$ cat src/rtl/ram_arb_pkg.sv
// Shared constants and pointer helper for the round-robin RAM arbiter.
// Latency: n/a (package only).
// Backpressure: n/a (package only).
//
// MAX_REQ bounds the requester count; PTR_MAX_W is wide enough for any
// pointer up to MAX_REQ-1, so next_ptr works for every legal N.
package ram_arb_pkg;

    localparam int MAX_REQ   = 16;
    localparam int PTR_MAX_W = 4;

    // Pointer that follows a grant to idx, wrapping at n.
    function automatic logic [PTR_MAX_W-1:0] next_ptr(
        input logic [PTR_MAX_W-1:0] idx,
        input logic [PTR_MAX_W:0]   n
    );
        logic [PTR_MAX_W:0] w_inc;
        w_inc = {1'b0, idx} + (PTR_MAX_W+1)'(1);
        return (w_inc >= n) ? '0 : w_inc[PTR_MAX_W-1:0];
    endfunction

endpackage

$ cat src/rtl/rr_arbiter.sv
// Round-robin arbiter: combinational one-hot grant, registered priority pointer.
// Latency: grant is combinational from req and ptr; ptr updates at the next edge.
// Backpressure: a requester holds req until granted; losers simply wait.
//
// Ports:
//   clk  in  1  clock
//   rst  in  1  asynchronous active-high reset (ptr -> 0)
//   req  in  N  request vector
//   gnt  out N  one-hot grant, zero when no request
module rr_arbiter
    import ram_arb_pkg::*;
#(
    parameter int N = 4
) (
    input  logic         clk,
    input  logic         rst,
    input  logic [N-1:0] req,
    output logic [N-1:0] gnt
);

    localparam int PW = (N > 1) ? $clog2(N) : 1;

    logic [PW-1:0] r_ptr;
    logic [PW-1:0] w_gnt_idx;
    logic          w_found;

    // Two passes stand in for a rotating search: first ptr..N-1, then
    // wrap to 0..ptr-1. The first hit wins.
    always_comb begin
        gnt       = '0;
        w_gnt_idx = '0;
        w_found   = 1'b0;
        for (int i = 0; i < N; i++) begin
            if (!w_found && req[i] && (i >= int'(r_ptr))) begin
                gnt[i]    = 1'b1;
                w_gnt_idx = PW'(i);
                w_found   = 1'b1;
            end
        end
        for (int i = 0; i < N; i++) begin
            if (!w_found && req[i] && (i < int'(r_ptr))) begin
                gnt[i]    = 1'b1;
                w_gnt_idx = PW'(i);
                w_found   = 1'b1;
            end
        end
    end

    // Pointer moves just past the winner; holds when nobody was granted.
    always_ff @(posedge clk or posedge rst) begin
        if (rst) begin
            r_ptr <= '0;
        end else if (w_found) begin
            r_ptr <= PW'(next_ptr(PTR_MAX_W'(w_gnt_idx), (PTR_MAX_W+1)'(N)));
        end
    end

endmodule

$ cat src/rtl/ram_rr_arbiter.sv
// Multi-requester front end for a dual-port RAM: independent round-robin
// arbitration of the write port (a) and the read port (b).
// Latency: write/read grants combinational; read data valid one cycle after grant.
// Backpressure: requesters hold req/addr/data until their grant; no queuing here.
//
// Ports:
//   clk_i, rst_i            clock, asynchronous active-high reset
//   wr_req_i/addr/data      per-requester write requests -> wr_gnt_o (one-hot)
//   rd_req_i/addr           per-requester read requests  -> rd_gnt_o (one-hot)
//   rd_valid_o, rd_data_o   one-hot read return and shared data bus
//   ram_*                   external RAM: write port a, registered read port b
module ram_rr_arbiter
    import ram_arb_pkg::*;
#(
    parameter  int WORD_WIDTH = 8,
    parameter  int WORD_COUNT = 256,
    parameter  int NUM_REQ    = 4,
    localparam int ADDR_WIDTH = $clog2(WORD_COUNT)
) (
    input  logic                                 clk_i,
    input  logic                                 rst_i,
    input  logic [NUM_REQ-1:0]                   wr_req_i,
    input  logic [NUM_REQ-1:0][ADDR_WIDTH-1:0]   wr_addr_i,
    input  logic [NUM_REQ-1:0][WORD_WIDTH-1:0]   wr_data_i,
    output logic [NUM_REQ-1:0]                   wr_gnt_o,
    input  logic [NUM_REQ-1:0]                   rd_req_i,
    input  logic [NUM_REQ-1:0][ADDR_WIDTH-1:0]   rd_addr_i,
    output logic [NUM_REQ-1:0]                   rd_gnt_o,
    output logic [NUM_REQ-1:0]                   rd_valid_o,
    output logic [WORD_WIDTH-1:0]                rd_data_o,
    output logic                                 ram_we_o,
    output logic [ADDR_WIDTH-1:0]                ram_waddr_o,
    output logic [WORD_WIDTH-1:0]                ram_wdata_o,
    output logic [ADDR_WIDTH-1:0]                ram_raddr_o,
    input  logic [WORD_WIDTH-1:0]                ram_rdata_i
);

    logic [NUM_REQ-1:0]    w_wr_gnt;
    logic [NUM_REQ-1:0]    w_rd_gnt;
    logic [ADDR_WIDTH-1:0] w_waddr;
    logic [WORD_WIDTH-1:0] w_wdata;
    logic [ADDR_WIDTH-1:0] w_raddr;
    logic [NUM_REQ-1:0]    r_rd_valid;

    rr_arbiter #(.N(NUM_REQ)) u_wr_arb (
        .clk (clk_i),
        .rst (rst_i),
        .req (wr_req_i),
        .gnt (w_wr_gnt)
    );

    rr_arbiter #(.N(NUM_REQ)) u_rd_arb (
        .clk (clk_i),
        .rst (rst_i),
        .req (rd_req_i),
        .gnt (w_rd_gnt)
    );

    // Grants are one-hot, so an AND-OR mux gives the winner's fields and
    // naturally drives zero when nothing is granted.
    always_comb begin
        w_waddr = '0;
        w_wdata = '0;
        w_raddr = '0;
        for (int i = 0; i < NUM_REQ; i++) begin
            w_waddr = w_waddr | (wr_addr_i[i] & {ADDR_WIDTH{w_wr_gnt[i]}});
            w_wdata = w_wdata | (wr_data_i[i] & {WORD_WIDTH{w_wr_gnt[i]}});
            w_raddr = w_raddr | (rd_addr_i[i] & {ADDR_WIDTH{w_rd_gnt[i]}});
        end
    end

    // Tracks the RAM's one-cycle read latency. Reset kills any in-flight
    // return so nothing surfaces after release.
    always_ff @(posedge clk_i or posedge rst_i) begin
        if (rst_i) begin
            r_rd_valid <= '0;
        end else begin
            r_rd_valid <= w_rd_gnt;
        end
    end

    assign wr_gnt_o    = w_wr_gnt;
    assign rd_gnt_o    = w_rd_gnt;
    assign ram_we_o    = |w_wr_gnt;
    assign ram_waddr_o = w_waddr;
    assign ram_wdata_o = w_wdata;
    assign ram_raddr_o = w_raddr;
    assign rd_valid_o  = r_rd_valid;
    // The RAM is read-first; its data passes straight through, no forwarding.
    assign rd_data_o   = (|r_rd_valid) ? ram_rdata_i : '0;

endmodule

$ cat config.mk
export PLATFORM = sky130hd
export DESIGN_NAME = ram_rr_arbiter
export DESIGN_NICKNAME = d
export VERILOG_FILES = /design/src/rtl/ram_arb_pkg.sv /design/src/rtl/rr_arbiter.sv /design/src/rtl/ram_rr_arbiter.sv
export SDC_FILE = /design/constraint.sdc
export NUM_CORES = 1
export LEC_CHECK = 0
export ABC_AREA = 0
export CAP_MARGIN = 20
export CORE_ASPECT_RATIO = 0.7
export CORE_MARGIN = 2
export CORE_UTILIZATION = 26
export DETAILED_ROUTE_END_ITERATION = 8
export PLACE_DENSITY_LB_ADDON = 0.2
export SLEW_MARGIN = 20
export SYNTH_ARGS = -nofsm -noshare
export SYNTH_HDL_FRONTEND = slang
export SYNTH_HIERARCHICAL = 1
export SYNTH_SLANG_ARGS = --single-unit
$ cat constraint.sdc
create_clock -name clk_i -period 2.6 [get_ports clk_i]
set_input_delay 0.52 -clock clk_i [delete_from_list [all_inputs] [get_ports clk_i]]
set_output_delay 0.52 -clock clk_i [all_outputs]
set_load 0.05 [all_outputs]
# [Yosys cells after proc, flatten, opt, wreduce, memory -nomap -nowiden]
# Cells that the tools add are included.
[word_totals] reg_bits=8 inputBits=114 out_inout_bits=45 word_cells=119
[op_classes] n_addsub=2 order_cmp=14 muxes=41 bitwise=21 n_reduce_logical=38
[ops] cell="$and 8x8->8" n=12
[ops] cell="$or 8x8->8" n=9
[ops] cell="$mux 1" n=28
[ops] cell="$logic_and 1x1->1" n=24
[ops] cell="$mux 2" n=12
[ops] cell="$logic_not 1->1" n=12
[ops] cell="$ge 1x2->1 const A" n=4
[ops] cell="$lt 1x2->1 const A" n=4
[ops] cell="$mux 8" n=1
[ops] cell="$reduce_or 4->1" n=2
[ops] cell="$add 2x1->3 const B" n=2
[ops] cell="$ge 3x3->1 const B" n=2
[ops] cell="$ge 2x2->1 const A" n=2
[ops] cell="$lt 2x2->1 const A" n=2

# [Logic depth before layout (Yosys ltp)]
[depth] depth_word=29 depth_mapped=9 depth_no_buf=6

# [Cells and area by module]
# The synthesis kept the hierarchy.
[by_module_without_submodules] mod="ram_rr_arbiter" n_inst=1 cells_per_inst=99 area_each_um2=704.4 seq_area_each_um2=100.1
[by_module_without_submodules] mod="rr_arbiter" n_inst=2 cells_per_inst=37 area_each_um2=289.0 seq_area_each_um2=50.0

# [Worst setup path after synthesis]
# Ideal clock, no wire load.
[synth_timing] path_kind="input-to-output" from="in wr_req_i[1]" to="out ram_waddr_o[3]" arrival_ns=2.543 required_ns=2.080 path_slack_ns=-0.463 cell_stages=9 path_buffers=3 cell_sequence="buf_2 > nor2_1 > a21oi_1 > o22a_2 > nor2_1 > buf_6 > buf_2 > a22oi_1 > nand2_1"
[synth_between] elab_cells_between_ends=34 cone_classes="mux: 11; bitwise: 7; reduce/logical: 16"
[synth_lines] item="from (decl)" line="ram_rr_arbiter.sv:22" text="input logic [NUM_REQ-1:0] wr_req_i,"
[synth_lines] item="$logic_and 1x1->1 (*) (2 in series)" line="rr_arbiter.sv:34" text="if (!w_found && req[i] && (i >= int'(r_ptr))) begin"
[synth_lines] item="$mux 1 (*)" line="rr_arbiter.sv:34"
[synth_lines] item="$logic_not 1->1" line="rr_arbiter.sv:34"
[synth_lines] item="$logic_and 1x1->1 (2 in series)" line="rr_arbiter.sv:34"
[synth_lines] item="$mux 1 (*)" line="rr_arbiter.sv:34"
[synth_lines] item="$logic_not 1->1" line="rr_arbiter.sv:34"
[synth_lines] item="$logic_and 1x1->1" line="rr_arbiter.sv:34"
[synth_lines] item="$mux 1 (*)" line="rr_arbiter.sv:34"
[synth_lines] item="$logic_not 1->1 (*)" line="rr_arbiter.sv:41" text="if (!w_found && req[i] && (i < int'(r_ptr))) begin"
[synth_lines] item="$logic_and 1x1->1 (*) (2 in series)" line="rr_arbiter.sv:41"
[synth_lines] item="$mux 1 (*)" line="rr_arbiter.sv:41"
[synth_lines] item="net wr_gnt_o[0]" line="ram_rr_arbiter.sv:25" text="output logic [NUM_REQ-1:0] wr_gnt_o,"
[synth_lines] item="$and 8x8->8 (*)" line="ram_rr_arbiter.sv:66" text="w_waddr = w_waddr | (wr_addr_i[i] & {ADDR_WIDTH{w_wr_gnt[i]}});"
[synth_lines] item="$or 8x8->8 (*) (3 in series)" line="ram_rr_arbiter.sv:66"
[synth_lines] item="to (decl)" line="ram_rr_arbiter.sv:32" text="output logic [ADDR_WIDTH-1:0] ram_waddr_o,"
# Mark *: on every way through the listed nets, which the timed path passes. The rest lies on a longest branch.

# [Worst setup path in the final report]
[layout_timing] from="in wr_req_i[2]" to="out ram_we_o"
[layout_between] elab_chain_cells=19 elab_cells_between_ends=23 cone_classes="mux: 9; reduce/logical: 14"
[layout_lines] item="$logic_and 1x1->1 (2 in series)" line="rr_arbiter.sv:34"
[layout_lines] item="$mux 1" line="rr_arbiter.sv:34"
[layout_lines] item="$logic_not 1->1" line="rr_arbiter.sv:34"
[layout_lines] item="$logic_and 1x1->1" line="rr_arbiter.sv:34"
[layout_lines] item="$mux 1" line="rr_arbiter.sv:34"
[layout_lines] item="$logic_not 1->1" line="rr_arbiter.sv:41"
[layout_lines] item="$logic_and 1x1->1 (2 in series)" line="rr_arbiter.sv:41"
[layout_lines] item="$mux 1" line="rr_arbiter.sv:41"
[layout_lines] item="$logic_not 1->1" line="rr_arbiter.sv:41"
[layout_lines] item="$logic_and 1x1->1 (2 in series)" line="rr_arbiter.sv:41"
[layout_lines] item="$mux 1" line="rr_arbiter.sv:41"
[layout_lines] item="$logic_not 1->1" line="rr_arbiter.sv:41"
[layout_lines] item="$logic_and 1x1->1 (2 in series)" line="rr_arbiter.sv:41"
[layout_lines] item="$mux 1" line="rr_arbiter.sv:41"
[layout_lines] item="$reduce_or 4->1 (*)" line="ram_rr_arbiter.sv:84" text="assign ram_we_o = |w_wr_gnt;"
[layout_lines] item="to (decl)" line="ram_rr_arbiter.sv:31" text="output logic ram_we_o,"
# Every way passes the cells marked *; elsewhere a longest branch is shown, timed or not.

==> results.sh <==
export IMPL_syn2layout_area_growth_pct=175
export IMPL_grt_pass1_vias=2106
export IMPL_status="finished clean"
export IMPL_seq_area_um2=200
export IMPL_slew_headroom=0.663
export IMPL_synth_cell_area_mm2=0.00128
export IMPL_setup_viol=0
export IMPL_cts_sink_count=8
export IMPL_multi_input_area_mm2=0.00108
export IMPL_drtPass1Iterations=4
export IMPL_port_buffers=158
export IMPL_grtUsageMet3=0.0449
export IMPL_critPathLaunchType="input port"
export IMPL_synth_cell_types=26
export IMPL_clockBufferDepth=2
export IMPL_synth_nets=289
export IMPL_drive_gt1_frac=0.322
export IMPL_fin_crit_sh=0.964
export IMPL_initial_utilization=0.270
export IMPL_routed_wl_um=6430
export IMPL_cts_tree="done"
export IMPL_ys_seq_elements=8
export IMPL_io_pins=159
export IMPL_core_area_mm2=0.00476
export IMPL_power_density_mw_per_mm2=1050
export IMPL_ctsHoldBuffers=0
export IMPL_cts_buffers=3
export IMPL_met1_usage=0.272
export IMPL_cp_max_fo=6
export IMPL_grt_usage=0.221
export IMPL_vias=2063
export IMPL_synth_most_common_cell="a22oi_1"
export IMPL_yosys_area_top_type="a22oi_1"
export IMPL_finalSetupTns_ps=0
export IMPL_drv_cap=0
export IMPL_grt_most_used_layer="met2"
export IMPL_required_ps=2080
export IMPL_worst_clock_skew_ps=2.36
export IMPL_min_path_type="input port to async pin"
export IMPL_clk_pin_slew_ps=40
export IMPL_timing_hold_ws_ps=503
export IMPL_seq_area_frac_synth=0.156
export IMPL_drc=0
export IMPL_fp_dieH_um=62.8
export IMPL_h_tree_depth=1
export IMPL_tightest_slew_ps=504
export IMPL_place_congestion=0.790
export IMPL_endpoint_kind="primary output"
export IMPL_antenna_cells=0
export IMPL_synthCells=173
export IMPL_synthTopCellsByArea="a22oi_1 28%, dfrtp_1 16%, nand2_1 8.2%"
export IMPL_grt_setup_unrepaired="false"
export IMPL_hold_violations=0
export IMPL_final_nets=466
export IMPL_grt_use_met2=0.392
export IMPL_max_clock_freq_mhz=399
export IMPL_grt_max_degree=18
export IMPL_synth_common_cells="48 x a22oi_1, 28 x nand2_1, 12 x a21oi_1, 10 x nor2_1"
export IMPL_ant_nets=0
export IMPL_root_buffer="clkbuf_8"
export IMPL_grt_pass1_wl_um=9910
export IMPL_die_area_mm2=0.00552
export IMPL_power_leakage_nw=1.51
export IMPL_synth_ff_type="dfrtp_1"
export IMPL_worstPathArrival_ps=1990
export IMPL_period_minus_slack_ps=2510
export IMPL_path_class="input port to primary output"
export IMPL_ir_drop_v=0.000662
export IMPL_synth_top_area_frac=0.281
export IMPL_rows=21
export IMPL_async_reset_ff_frac=1.00
export IMPL_ys_warn_count=6
export IMPL_via_per_inst=4.95
export IMPL_drt_iter0_drc=70
export IMPL_antenna_found_initial=0
export IMPL_dp_hpwl_um=5140
export IMPL_syn_area_per_cell_um2=7.41
export IMPL_synth_edff_count=0
export IMPL_nFillCells=352
export IMPL_die_x_um=87.9
export IMPL_wire_per_inst_um=15.4
export IMPL_insertion_delay_ps=220
export IMPL_slew_viol_final=0
export IMPL_grt_ovfl_total=0
final timing paths:
path	end	slack, ps	from	cells after the start
setup / recovery	ram_we_o	90	wr_req_i[2]	7
hold / removal	u_wr_arb/r_ptr[1]	500	rst_i	2
setup reg to reg	u_wr_arb/r_ptr[1]	740	u_wr_arb/r_ptr[0]	7
hold reg to reg	u_wr_arb/r_ptr[0]	660	u_wr_arb/r_ptr[0]	2
max in group asynchronous	rd_valid_o[2]	1920	rst_i	2
min in group clk_i	u_wr_arb/r_ptr[0]	660	u_wr_arb/r_ptr[0]	2
logic make-up after synthesis:
group                    count (synthesis)  synth area share
adder cells (fa/ha/maj)                  2            0.0195
flip-flops                               8             0.156
multiplexers                             2            0.0176
buffers and inverters                   25            0.0936
AND/OR/NAND/NOR                         58             0.253
AO/OA/AOI/OAI                           78             0.460
where the power goes:
group	internal (W)	switching (W)
registers	0.000176	0.0000958
logic	0.00151	0.00176
clock network	0.0000999	0.0000447
flip-flops by register name (all words and copies together), names as in the netlist:
signal and flops:
rd_valid_o 4, u_wr_arb/r_ptr 2, u_rd_arb/r_ptr 2
metal layers:
| layer | vias up | share of wire |
|---|---|---|
| li1 | 1009 | - |
| met1 | 945 | 0.41 |
| met2 | 95 | 0.50 |
| met3 | 14 | 0.072 |
| met4 | 0 | 0.019 |
| met5 | - | 0 |
cell usage in the layout (no fill, tap or decap):
cell type / n
a211oi_2: 2
a21o_1: 2
a21oi_1: 10
a21oi_2: 4
a22oi_1: 42
a22oi_2: 6
and2_4: 3
and2b_1: 5
buf_12: 32
buf_4: 34
buf_6: 1
buf_8: 1
clkbuf_8: 3
clkdlybuf4s50_1: 110
dfrtp_1: 8
dlygate4sd2_1: 6
dlymetal6s2s_1: 1
ha_1: 2
inv_1: 9
mux2_1: 2
nand2_1: 19
nand2_2: 9
nand2b_1: 6
nor2_1: 7
nor2_2: 2
nor2_4: 2
nor2b_1: 3
nor4_4: 3
o21ai_1: 2
o221a_1: 1
o221a_2: 4
o22a_2: 2
o22ai_1: 1
o22ai_2: 1
o31ai_2: 2
or4_4: 1
stage by stage:
| stage | utilization | area (um2) | cells | worst slack, ps | power, W |
|---|---|---|---|---|---|
| after floorplan | - | 1320 | 173 | -16.3 | 0.00197 |
| after global placement | 0.712 | 3390 | 409 | -160 | 0.00341 |
| after detailed placement | 0.712 | 3390 | 409 | -197 | 0.00344 |
| after CTS | 0.735 | 3490 | 415 | 42.0 | 0.00367 |
| after global routing | 0.742 | 3530 | 417 | 7.71 | 0.00387 |
| final | 0.742 | 3530 | 417 | 93.6 | 0.00369 |
critical path, stage by stage:
cell           delay (ps)
dlygate4sd2_1         300
nand2b_1              100
a21oi_1               150
o22a_2                170
nor2_4                 40
or4_4                 530
buf_8                 170
cell type report:
type,count,area share
Clock buffer,3,0.0117
Multi-Input combinational cell,143,0.305
Sequential cell,8,0.0568
Tap cell,69,0.0245
Timing Repair Buffer,185,0.592
Inverter,9,0.00958
repair_timing:
action                                  4_1_cts  5_1_grt
resized for setup                            19        5
pin swaps                                     4        4
endpoints found under the hold margin         0        0
setup buffers                                 1        1
cloned                                        2        1
endpoints found under the setup margin       25        7
(Power assumes the default switching activity.)
